File: config.mk
export PLATFORM = sky130hd
export DESIGN_NAME = seg_scan_ctrl
export DESIGN_NICKNAME = d
export VERILOG_FILES = /design/src/rtl/seg_scan_ctrl_pkg.sv /design/src/rtl/seg_scan_ctrl_decoder7.sv /design/src/rtl/seg_scan_ctrl.sv
export SDC_FILE = /design/constraint.sdc
export NUM_CORES = 1
export LEC_CHECK = 0
export CAP_MARGIN = 20
export CORE_AREA = 8 8 125 127
export CTS_BUF_LIST = sky130_fd_sc_hd__clkbuf_8 sky130_fd_sc_hd__clkbuf_16
export DETAILED_ROUTE_END_ITERATION = 10
export DIE_AREA = 0 0 133 135
export DONT_BUFFER_PORTS = 1
export GPL_TIMING_DRIVEN = 1
export MAX_ROUTING_LAYER = met4
export SETUP_SLACK_MARGIN = 0.2
export SYNTH_ARGS = -nofsm -noshare
export SYNTH_HDL_FRONTEND = slang
export SYNTH_SLANG_ARGS = --single-unit
File: constraint.sdc
create_clock -name Clk -period 2.12 [get_ports Clk]
set_clock_uncertainty 0.2 [all_clocks]
set_input_delay 0.212 -clock Clk [delete_from_list [all_inputs] [get_ports Clk]]
set_output_delay 0.212 -clock Clk [all_outputs]
set_load 0.01 [all_outputs]
File: src/rtl/seg_scan_ctrl_pkg.sv
// Shared types and constants for the multiplexed 4-digit seven-segment controller.
// Also holds the per-iteration double-dabble nibble correction.
package seg_scan_ctrl_pkg;

  typedef enum logic {
    IDLE = 1'b0,
    CONV = 1'b1
  } state_t;

  localparam int          DIGITS    = 4;
  localparam int          ITERS     = 16;
  localparam logic [7:0]  BLANK_SEG = 8'hFF;
  localparam logic [3:0]  OVF_CODE  = 4'hE;
  localparam logic [15:0] DEC_MAX   = 16'd9999;

  // Add 3 to every BCD nibble that is 5 or more, ahead of the next left shift.
  function automatic logic [15:0] dabble_adjust(input logic [15:0] bcd);
    logic [15:0] r;
    r = bcd;
    for (int i = 0; i < DIGITS; i++) begin
      if (bcd[i*4 +: 4] >= 4'd5) begin
        r[i*4 +: 4] = bcd[i*4 +: 4] + 4'd3;
      end
    end
    return r;
  endfunction

endpackage

File: src/rtl/seg_scan_ctrl_decoder7.sv
// Nibble to active-low seven-segment pattern, bit order g..a (bit 0 = segment a).
// Covers the full hex range; 4'hE doubles as the overflow glyph.
module decoder7 (
  input  logic [3:0] nibble,
  output logic [6:0] seg
);

  always_comb begin
    seg = 7'h7F;
    case (nibble)
      4'h0: seg = 7'h40;
      4'h1: seg = 7'h79;
      4'h2: seg = 7'h24;
      4'h3: seg = 7'h30;
      4'h4: seg = 7'h19;
      4'h5: seg = 7'h12;
      4'h6: seg = 7'h02;
      4'h7: seg = 7'h78;
      4'h8: seg = 7'h00;
      4'h9: seg = 7'h10;
      4'hA: seg = 7'h08;
      4'hB: seg = 7'h03;
      4'hC: seg = 7'h46;
      4'hD: seg = 7'h21;
      4'hE: seg = 7'h06;
      4'hF: seg = 7'h0E;
      default: seg = 7'h7F;
    endcase
  end

endmodule

File: src/rtl/seg_scan_ctrl.sv
// Four-digit multiplexed display driver: hex load is immediate, decimal load runs a
// 16-cycle sequential double-dabble while the old digits stay on screen.
module seg_scan_ctrl
  import seg_scan_ctrl_pkg::*;
#(
  parameter int REFRESH_DIV = 50000
) (
  input  logic        Clk,
  input  logic        Reset,
  input  logic        Load,
  input  logic [15:0] Value,
  input  logic        HexMode,
  output logic        Busy,
  output logic [7:0]  Seg,
  output logic [3:0]  An,
  output state_t      DbgState
);

  localparam int             PW         = (REFRESH_DIV > 1) ? $clog2(REFRESH_DIV) : 1;
  localparam logic [PW-1:0]  PRESC_LAST = PW'(REFRESH_DIV - 1);

  state_t         state_q, state_d;
  logic [15:0]    digits_q;
  logic           hex_q;
  logic [15:0]    bin_q;
  logic [15:0]    bcd_q;
  logic           ovf_q;
  logic [3:0]     iter_q;
  logic [PW-1:0]  presc_q;
  logic [1:0]     scan_q;

  logic           load_hex, load_dec, commit;
  logic [15:0]    bcd_adj, bcd_next;
  logic [3:0]     blank;
  logic [3:0]     nib;
  logic [6:0]     seg7;

  // Handshake: Load is a one-cycle request taken only when Busy is low; a
  // request seen while Busy is high is dropped, never queued.

  always_ff @(posedge Clk) begin
    if (Reset) begin
      state_q <= IDLE;
    end else begin
      state_q <= state_d;
    end
  end

  always_comb begin
    state_d  = state_q;
    load_hex = 1'b0;
    load_dec = 1'b0;
    commit   = 1'b0;
    Busy     = (state_q == CONV);
    case (state_q)
      IDLE: begin
        if (Load) begin
          if (HexMode) begin
            load_hex = 1'b1;
          end else begin
            load_dec = 1'b1;
            state_d  = CONV;
          end
        end
      end
      CONV: begin
        if (iter_q == 4'(ITERS - 1)) begin
          commit  = 1'b1;
          state_d = IDLE;
        end
      end
      default: state_d = IDLE;
    endcase
  end

  assign DbgState = state_q;

  assign bcd_adj  = dabble_adjust(bcd_q);
  assign bcd_next = {bcd_adj[14:0], bin_q[15]};

  always_ff @(posedge Clk) begin
    if (Reset) begin
      digits_q <= '0;
      hex_q    <= 1'b0;
      bin_q    <= '0;
      bcd_q    <= '0;
      ovf_q    <= 1'b0;
      iter_q   <= '0;
    end else begin
      if (load_hex) begin
        digits_q <= Value;
        hex_q    <= 1'b1;
      end
      if (load_dec) begin
        bin_q  <= Value;
        bcd_q  <= '0;
        ovf_q  <= (Value > DEC_MAX);
        iter_q <= '0;
      end
      if (state_q == CONV) begin
        {bcd_q, bin_q} <= {bcd_adj[14:0], bin_q, 1'b0};
        iter_q         <= iter_q + 4'd1;
      end
      // Mode flips to decimal only on commit so blanking of the old digits holds.
      if (commit) begin
        digits_q <= ovf_q ? {DIGITS{OVF_CODE}} : bcd_next;
        hex_q    <= 1'b0;
      end
    end
  end

  always_ff @(posedge Clk) begin
    if (Reset) begin
      presc_q <= '0;
      scan_q  <= '0;
    end else if (presc_q == PRESC_LAST) begin
      presc_q <= '0;
      scan_q  <= scan_q + 2'd1;
    end else begin
      presc_q <= presc_q + PW'(1);
    end
  end

  // Leading-zero blanking cascades down from digit 3; digit 0 always shows.
  always_comb begin
    blank    = 4'b0000;
    blank[3] = !hex_q && (digits_q[15:12] == 4'd0);
    blank[2] = blank[3] && (digits_q[11:8] == 4'd0);
    blank[1] = blank[2] && (digits_q[7:4] == 4'd0);
  end

  always_comb begin
    nib = digits_q[3:0];
    case (scan_q)
      2'd0: nib = digits_q[3:0];
      2'd1: nib = digits_q[7:4];
      2'd2: nib = digits_q[11:8];
      2'd3: nib = digits_q[15:12];
      default: nib = digits_q[3:0];
    endcase
  end

  decoder7 u_dec (
    .nibble (nib),
    .seg    (seg7)
  );

  always_comb begin
    An  = ~(4'b0001 << scan_q);
    Seg = {1'b1, seg7};
    if (blank[scan_q]) begin
      An  = 4'b1111;
      Seg = BLANK_SEG;
    end
  end

endmodule

==> impl_metrics.py, run 1 <==
metrics = {
    "clock_network": {
        "cts-root-buf": "sky130_fd_sc_hd__clkbuf_16",
        "tritoncts": "yes",
        "cts_buffers": 9,
        "cts.htree.levels": 3,
        "numClockSinks": 73,
        "clock_insertion_delay_worst_skew_ps": 330,
        "clk_pin_slew_worst_paths_ps": 50,
        "max-clock-path-buffers": 2,
    },
    "critical_path": {
        "regToRegSetupSlack_ps": 280,
        "worst_ep_required_time_ps": 1710,
        "endpoint_kind": "output port",
        "kind_of_critical_path": "reg -> out",
        "crit-reg2reg-launch": "bcd_q[1]",
        "path_max_fanout": 4,
        "timing.critical_path.arrival_ps": 2300,
        "r2r_end": "bcd_q[4]",
        "reg2reg_depth": 7,
        "cp-start-kind": "register",
    },
    "timing": {
        "grt_setup_unrepaired": "true",
        "period_minus_slack_ps": 2714,
        "hold-worst-slack_ps": 20.15,
        "fmax_mhz": 368.5,
        "final.setup.worst_slack_ps": -594.0,
        "hold_violations": 0,
        "slew_violations": 0,
        "timing.slew.headroom_pct": 56.75,
        "timing_worst_slew_pin_value_ps": 646.4,
        "fin_setup_tns_ps": -3865,
        "timing.final.setup_violations": 7,
        "final.period_utilization_pct": 128.0,
    },
    "layout": {
        "layout.cells.most_common": "sky130_fd_sc_hd__dfxtp_1",
        "commonest_cells_after_routing_fill_and_taps_aside": "sky130_fd_sc_hd__dfxtp_1, sky130_fd_sc_hd__nor2_1, sky130_fd_sc_hd__nand2_1, sky130_fd_sc_hd__a21oi_1, sky130_fd_sc_hd__buf_4",
        "layout.nets": 584,
        "final_design_instance_area_without_fill_um2": 5186,
        "area_delta_synth_final_pct": 30.35,
        "layout-drive-gt1-share_pct": 22.30,
        "fillCellCount": 1362,
    },
    "global_routing": {
        "grt-ovfl-total": 0,
        "antenna_violations_before_repair": 1,
        "grt_pass1_wl_mm": 17.38,
        "grt_max_degree": 59,
        "track_usage_pct": 12.31,
        "grt_pass1_vias": 3449,
    },
    "routing": {
        "drt-initial-drc-count": 232,
        "ant_nets": 0,
        "route.detailed.wl_per_inst_um": 15.07,
        "drc_viols": 0,
        "vias": 3603,
        "detail_route.wirelength_mm": 10.97,
        "drt-pass1-iter-count": 5,
        "routed_via_density": 4.949,
    },
    "die": {
        "core_um2": 13610,
        "floorplan.initialDensity_pct": 29.23,
        "design.die.area_um2": 17960,
        "die_w_um": 133,
        "die_h_um": 135,
        "num_rows": 43,
        "boundaryPins": 34,
    },
    "placed_design": {
        "placedInstanceArea_um2": 4314,
        "place.port_buffers": 0,
        "place.detailed.hpwl_mm": 7.187,
        "gp_congestion": 0.8406,
        "pre_cts_ws_ps": -241.5,
    },
    "power_and_ir_drop": {
        "p_comb_share_pct": 10.9,
        "power_density_nw_per_um2": 641.3,
        "power.share.sequential_pct": 43.6,
        "cell_internal_pwr_mw": 2.533,
        "clkPwrFrac_pct": 45.5,
        "p_sw_share_pct": 23.84,
        "power.net_switching_uw": 792.8,
        "irDropWorstVdd_uv": 594.8,
        "p_leak_nw": 1.974,
    },
    "yosys": {
        "synth_flop_cell": "sky130_fd_sc_hd__dfxtp_1",
        "syn_inst": 493,
        "synth-seq-area-share_pct": 36.73,
        "synthesis.area_per_instance_um2": 8.071,
        "syn_nets": 534,
        "seq_cells_post_synth": 73,
        "synth_warnings": 0,
        "yosys.area.top_type": "sky130_fd_sc_hd__dfxtp_1",
        "synth_edf_count": 0,
        "synth_top_area_share_pct": 36.73,
        "synthesis.area_um2": 3979,
        "synth_area_leaders": "sky130_fd_sc_hd__dfxtp_1, sky130_fd_sc_hd__a21oi_1, sky130_fd_sc_hd__mux2i_1",
        "synth_cell_type_count": 45,
        "ys_async_sr_fraction_pct": 0,
    },
    "min_path": {
        "min_from": "Reset",
        "timing.hold.worst_endpoint": "scan_q[1]",
        "min-delay-path-class": "in -> reg",
        "whs_path_depth": 2,
    },
    "status": {
        "run_status": "complete, but fails checks",
        "violated_checks": "setup timing",
    },
    "job": {
        "max_cap_viol_count": 0,
    },
}
[Yosys cell counts, types with 6 or more instances]
cell type / n
sky130_fd_sc_hd__a211oi_1: 10
sky130_fd_sc_hd__a21oi_1: 61
sky130_fd_sc_hd__a221oi_1: 8
sky130_fd_sc_hd__buf_2: 9
sky130_fd_sc_hd__clkbuf_1: 8
sky130_fd_sc_hd__dfxtp_1: 73
sky130_fd_sc_hd__ha_1: 21
sky130_fd_sc_hd__inv_1: 22
sky130_fd_sc_hd__mux2i_1: 27
sky130_fd_sc_hd__nand2_1: 62
sky130_fd_sc_hd__nand3_1: 18
sky130_fd_sc_hd__nor2_1: 66
sky130_fd_sc_hd__nor3b_1: 11
sky130_fd_sc_hd__nor4_1: 6
sky130_fd_sc_hd__o21ai_0: 14
sky130_fd_sc_hd__xnor2_1: 10
sky130_fd_sc_hd__xor2_1: 9
[critical path, stage by stage, from the launching register on]
cell	delay, ps
sky130_fd_sc_hd__dfxtp_4	400
sky130_fd_sc_hd__inv_4	60
sky130_fd_sc_hd__ha_4	150
sky130_fd_sc_hd__a222oi_1	390
sky130_fd_sc_hd__mux2i_2	190
sky130_fd_sc_hd__buf_4	170
sky130_fd_sc_hd__ha_2	170
sky130_fd_sc_hd__inv_2	70
sky130_fd_sc_hd__nor2_2	50
sky130_fd_sc_hd__a21oi_2	190
sky130_fd_sc_hd__o221ai_4	140
[through the flow]
step	cells	power, mW	utilization [%]
final	728	3.326	38.10
after global routing	728	3.464	38.10
after CTS	712	3.334	36.17
after detailed placement	674	1.736	31.69
after global placement	674	1.728	31.69
after floorplan	493	1.690	-
[registers in the layout (all words and copies together) (netlist names)]
register / count
ovf_q: 1
bin_q: 16
hex_q: 1
Busy: 1
scan_q: 2
digits_q: 16
presc_q: 16
bcd_q: 16
iter_q: 4
[worst max path at each step]
stage / from / to / slack (ps) / depth (start not counted)
3_3_place_gp: scan_q[0] / Seg[3] / -140 / 9
5_1_grt: scan_q[0] / Seg[5] / -730 / 10
3_5_place_dp: scan_q[0] / Seg[5] / -240 / 11
4_1_cts: scan_q[0] / Seg[4] / -570 / 11
2_1_floorplan: scan_q[0] / Seg[3] / -60 / 9
6_report: scan_q[0] / Seg[5] / -590 / 10
[power groups by stage]
stage | logic (mW) | registers, mW | clock network [mW]
global route | 0.403 | 1.45 | 1.61
detailed placement | 0.261 | 1.48 | 0
floorplan | 0.228 | 1.46 | 0
CTS | 0.337 | 1.45 | 1.55
finish | 0.364 | 1.45 | 1.51
global placement | 0.254 | 1.47 | 0
[cell families (layout without fill, tap and decap cells)]
group | after synthesis | after routing | synth area share [%]
AOI/OAI and AO/OA | 111 | 111 | 16.92
xor gates and xnor gates | 19 | 19 | 4.182
adders and majority gates | 21 | 21 | 6.604
buffers and inverters | 49 | 101 | 5.943
DFF | 73 | 73 | 36.73
muxes | 31 | 32 | 8.019
other | 1 | 2 | 0.09425
and+or+nand+nor | 188 | 189 | 21.51
[layer usage]
metal	GRT usage [%]	up-vias	wire length (um)
met5	-	-	0
met4	5.868	0	195
met3	2.415	12	629
li1	-	1816	-
met1	15.05	1697	4982
met2	19.20	78	5167
[cell type report]
| cell class | count | area [um^2] | share of cell area [%] |
|---|---|---|---|
| multi-input cells | 373 | 2542 | 49.02 |
| flip-flops and latches | 73 | 1476 | 28.47 |
| repair buffers | 64 | 558.0 | 10.76 |
| clock buffers | 11 | 252.7 | 4.873 |
| well taps | 180 | 225.2 | 4.343 |
| inverters | 22 | 85.08 | 1.641 |
| clock inverters | 4 | 43.79 | 0.8444 |
| diodes | 1 | 2.502 | 0.04825 |
[timing repair]
item / in CTS / in global routing
endpoints found under the setup margin: 11 / 36
pin swaps: 12 / 17
setup buffers: 6 / 11
hold endpoints to repair: 58 / 15
hold buffers: 17 / 1
gates cloned: 0 / 3
resized for setup: 16 / 38
No activity file was read; power rests on OpenSTA's default activity.
==> inputs of run 2 (changes only) <==
--- a/config.mk
+++ b/config.mk
@@ -5,14 +5,15 @@
 export SDC_FILE = /design/constraint.sdc
 export NUM_CORES = 1
 export LEC_CHECK = 0
-export CAP_MARGIN = 20
 export CORE_AREA = 8 8 125 127
 export CTS_BUF_LIST = sky130_fd_sc_hd__clkbuf_8 sky130_fd_sc_hd__clkbuf_16
 export DETAILED_ROUTE_END_ITERATION = 10
 export DIE_AREA = 0 0 133 135
 export DONT_BUFFER_PORTS = 1
+export GPL_ROUTABILITY_DRIVEN = 0
 export GPL_TIMING_DRIVEN = 1
 export MAX_ROUTING_LAYER = met4
+export RECOVER_POWER = 100
 export SETUP_SLACK_MARGIN = 0.2
 export SYNTH_ARGS = -nofsm -noshare
 export SYNTH_HDL_FRONTEND = slang
==> impl_metrics.py, run 2 (synthesis results as in run 1) <==
metrics = {
    "global_routing": {
        "track_usage_pct": 12.31,
        "grt_pass1_vias": 3449,
        "grt_max_degree": 59,
        "antenna_violations_before_repair": 1,
        "grt_pass1_wl_mm": 17.38,
        "grt-ovfl-total": 0,
    },
    "power_and_ir_drop": {
        "power_density_nw_per_um2": 645.5,
        "irDropWorstVdd_uv": 595.7,
        "p_leak_nw": 1.961,
    },
    "clock_network": {
        "cts.htree.levels": 3,
        "clock_insertion_delay_worst_skew_ps": 330,
        "clk_pin_slew_worst_paths_ps": 60,
        "cts-root-buf": "sky130_fd_sc_hd__clkbuf_16",
        "tritoncts": "yes",
        "max-clock-path-buffers": 2,
        "numClockSinks": 73,
        "cts_buffers": 9,
    },
    "critical_path": {
        "cp-start-kind": "register",
        "kind_of_critical_path": "reg -> out",
        "crit_buf_inv": 3,
        "timing.critical_path.arrival_ps": 2300,
        "worst_ep_required_time_ps": 1710,
        "crit_path_cell_trace": "inv_4, ha_4, a222oi_1, mux2i_2, buf_4, ha_2, inv_2, nor2_2, a21oi_2, o221ai_4",
        "path_max_fanout": 4,
        "crit_path_max_incr_delay_ps": 400,
        "regToRegSetupSlack_ps": 60,
        "cp_slowest_cell": "sky130_fd_sc_hd__dfxtp_4",
        "critical_path.top_delay_family": "compound AO/OA/AOI/OAI gates",
        "endpoint_kind": "output port",
    },
    "routing": {
        "ant_nets": 0,
        "drt-pass1-iter-count": 5,
        "route.detailed.wl_per_inst_um": 15.06,
        "drt-initial-drc-count": 235,
        "detail_route.wirelength_mm": 10.96,
        "routed_via_density": 4.973,
        "drc_viols": 0,
        "vias": 3620,
    },
    "placed_design": {
        "placedInstanceArea_um2": 4314,
        "place.port_buffers": 0,
        "place.detailed.hpwl_mm": 7.187,
        "pre_cts_ws_ps": -241.5,
    },
    "layout": {
        "layout.nets": 584,
        "multi_input_comb_area_um2": 2516,
        "layout-drive-gt1-share_pct": 21.02,
        "commonest_cells_after_routing_fill_and_taps_aside": "sky130_fd_sc_hd__dfxtp_1, sky130_fd_sc_hd__nor2_1, sky130_fd_sc_hd__nand2_1, sky130_fd_sc_hd__a21oi_1, sky130_fd_sc_hd__buf_4",
        "fillCellCount": 1371,
        "regArea_um2": 1475,
        "final_design_instance_area_without_fill_um2": 5147,
        "layout.cells.most_common": "sky130_fd_sc_hd__dfxtp_1",
        "area_delta_synth_final_pct": 29.37,
        "end_of_flow_core_utilization_pct": 37.82,
    },
    "timing": {
        "final.period_utilization_pct": 128.1,
        "slew_violations": 0,
        "hold_violations": 0,
        "period_minus_slack_ps": 2717,
        "fmax_mhz": 368.1,
        "final.setup.worst_slack_ps": -596.6,
        "timing.slew.headroom_pct": 46.45,
        "timing_worst_slew_pin_value_ps": 803.2,
        "grt_setup_unrepaired": "true",
        "timing.final.setup_violations": 9,
    },
    "die": {
        "die_w_um": 133,
        "core_um2": 13610,
        "floorplan.initialDensity_pct": 29.23,
        "die_h_um": 135,
        "design.die.area_um2": 17960,
        "boundaryPins": 34,
        "num_rows": 43,
    },
    "min_path": {
        "min-delay-path-class": "in -> reg",
    },
    "status": {
        "violated_checks": "setup timing",
        "run_status": "complete, but fails checks",
    },
    "job": {
        "max_cap_viol_count": 0,
    },
}
[run 2: changes by cell type in the layout (fill, tap and decap cells not counted)]
cell	before	now
sky130_fd_sc_hd__nand2b_1	5	7
sky130_fd_sc_hd__nor4_2	2	1
sky130_fd_sc_hd__nand2b_2	1	0
sky130_fd_sc_hd__nand2b_4	1	0
sky130_fd_sc_hd__dfxtp_1	67	68
sky130_fd_sc_hd__clkbuf_1	0	1
sky130_fd_sc_hd__dfxtp_2	3	2
sky130_fd_sc_hd__clkbuf_2	0	3
sky130_fd_sc_hd__nand3_1	16	18
sky130_fd_sc_hd__buf_4	42	38
sky130_fd_sc_hd__nor4_1	3	4
sky130_fd_sc_hd__nand3_2	2	0
[run 2: cell type report]
cell class,instances,area share (%)
Multi-Input combinational cell,373,48.88
Sequential cell,73,28.66
Timing Repair Buffer,64,10.62
Clock buffer,11,4.910
Tap cell,180,4.375
Inverter,22,1.653
Clock inverter,4,0.8508
Antenna cell,1,0.04861
[run 2: worst register-to-register path, delay by kind of cell (launching register included)]
| family | cells | cell delay (ps) |
|---|---|---|
| AOI/OAI and AO/OA | 2 | 250 |
| and+or+nand+nor | 1 | 290 |
| buffers and inverters | 1 | 710 |
| DFF | 1 | 550 |
[run 2: metrics by stage]
step | hold WS [ps] | power (mW) | TNS [ps] | std cells
after floorplan | 207.3 | 1.690 | -174.0 | 493
after global placement | 94.19 | 1.728 | -644.4 | 674
after detailed placement | 95.89 | 1.736 | -1339 | 674
after CTS | 6.776 | 3.334 | -3543 | 712
after global routing | 27.00 | 3.461 | -5598 | 728
final | 12.07 | 3.323 | -3918 | 728
[run 2: path summary, 6_finish.rpt]
check,endpoint,start,cells after the start
hold / removal,bcd_q[11],Reset,2
setup reg to reg,bcd_q[11],Busy,4
hold reg to reg,presc_q[0],presc_q[0],1
setup / recovery,Seg[5],scan_q[0],10
[run 2: power by group]
| group | total, mW | switching, mW | internal [mW] |
|---|---|---|---|
| combinational | 0.360 | 0.201 | 0.158 |
| sequential | 1.45 | 0.0370 | 1.41 |
| clock | 1.51 | 0.555 | 0.959 |
| total | 3.32 | 0.793 | 2.53 |
[run 2: repair_timing]
item                                    4_1_cts  5_1_grt
gates resized for setup                      16       38
pin swaps                                    12       17
endpoints found under the setup margin       11       36
hold endpoints to repair                     58       15
buffers inserted                              6       11
cloned                                        0        3
hold buffers                                 17        1
[run 2: metal layers]
metal  track usage [%]  wire length [um]
met4             5.868               194
met5                 -                 0
met2             19.20              5131
met1             15.05              5062
met3             2.415               575
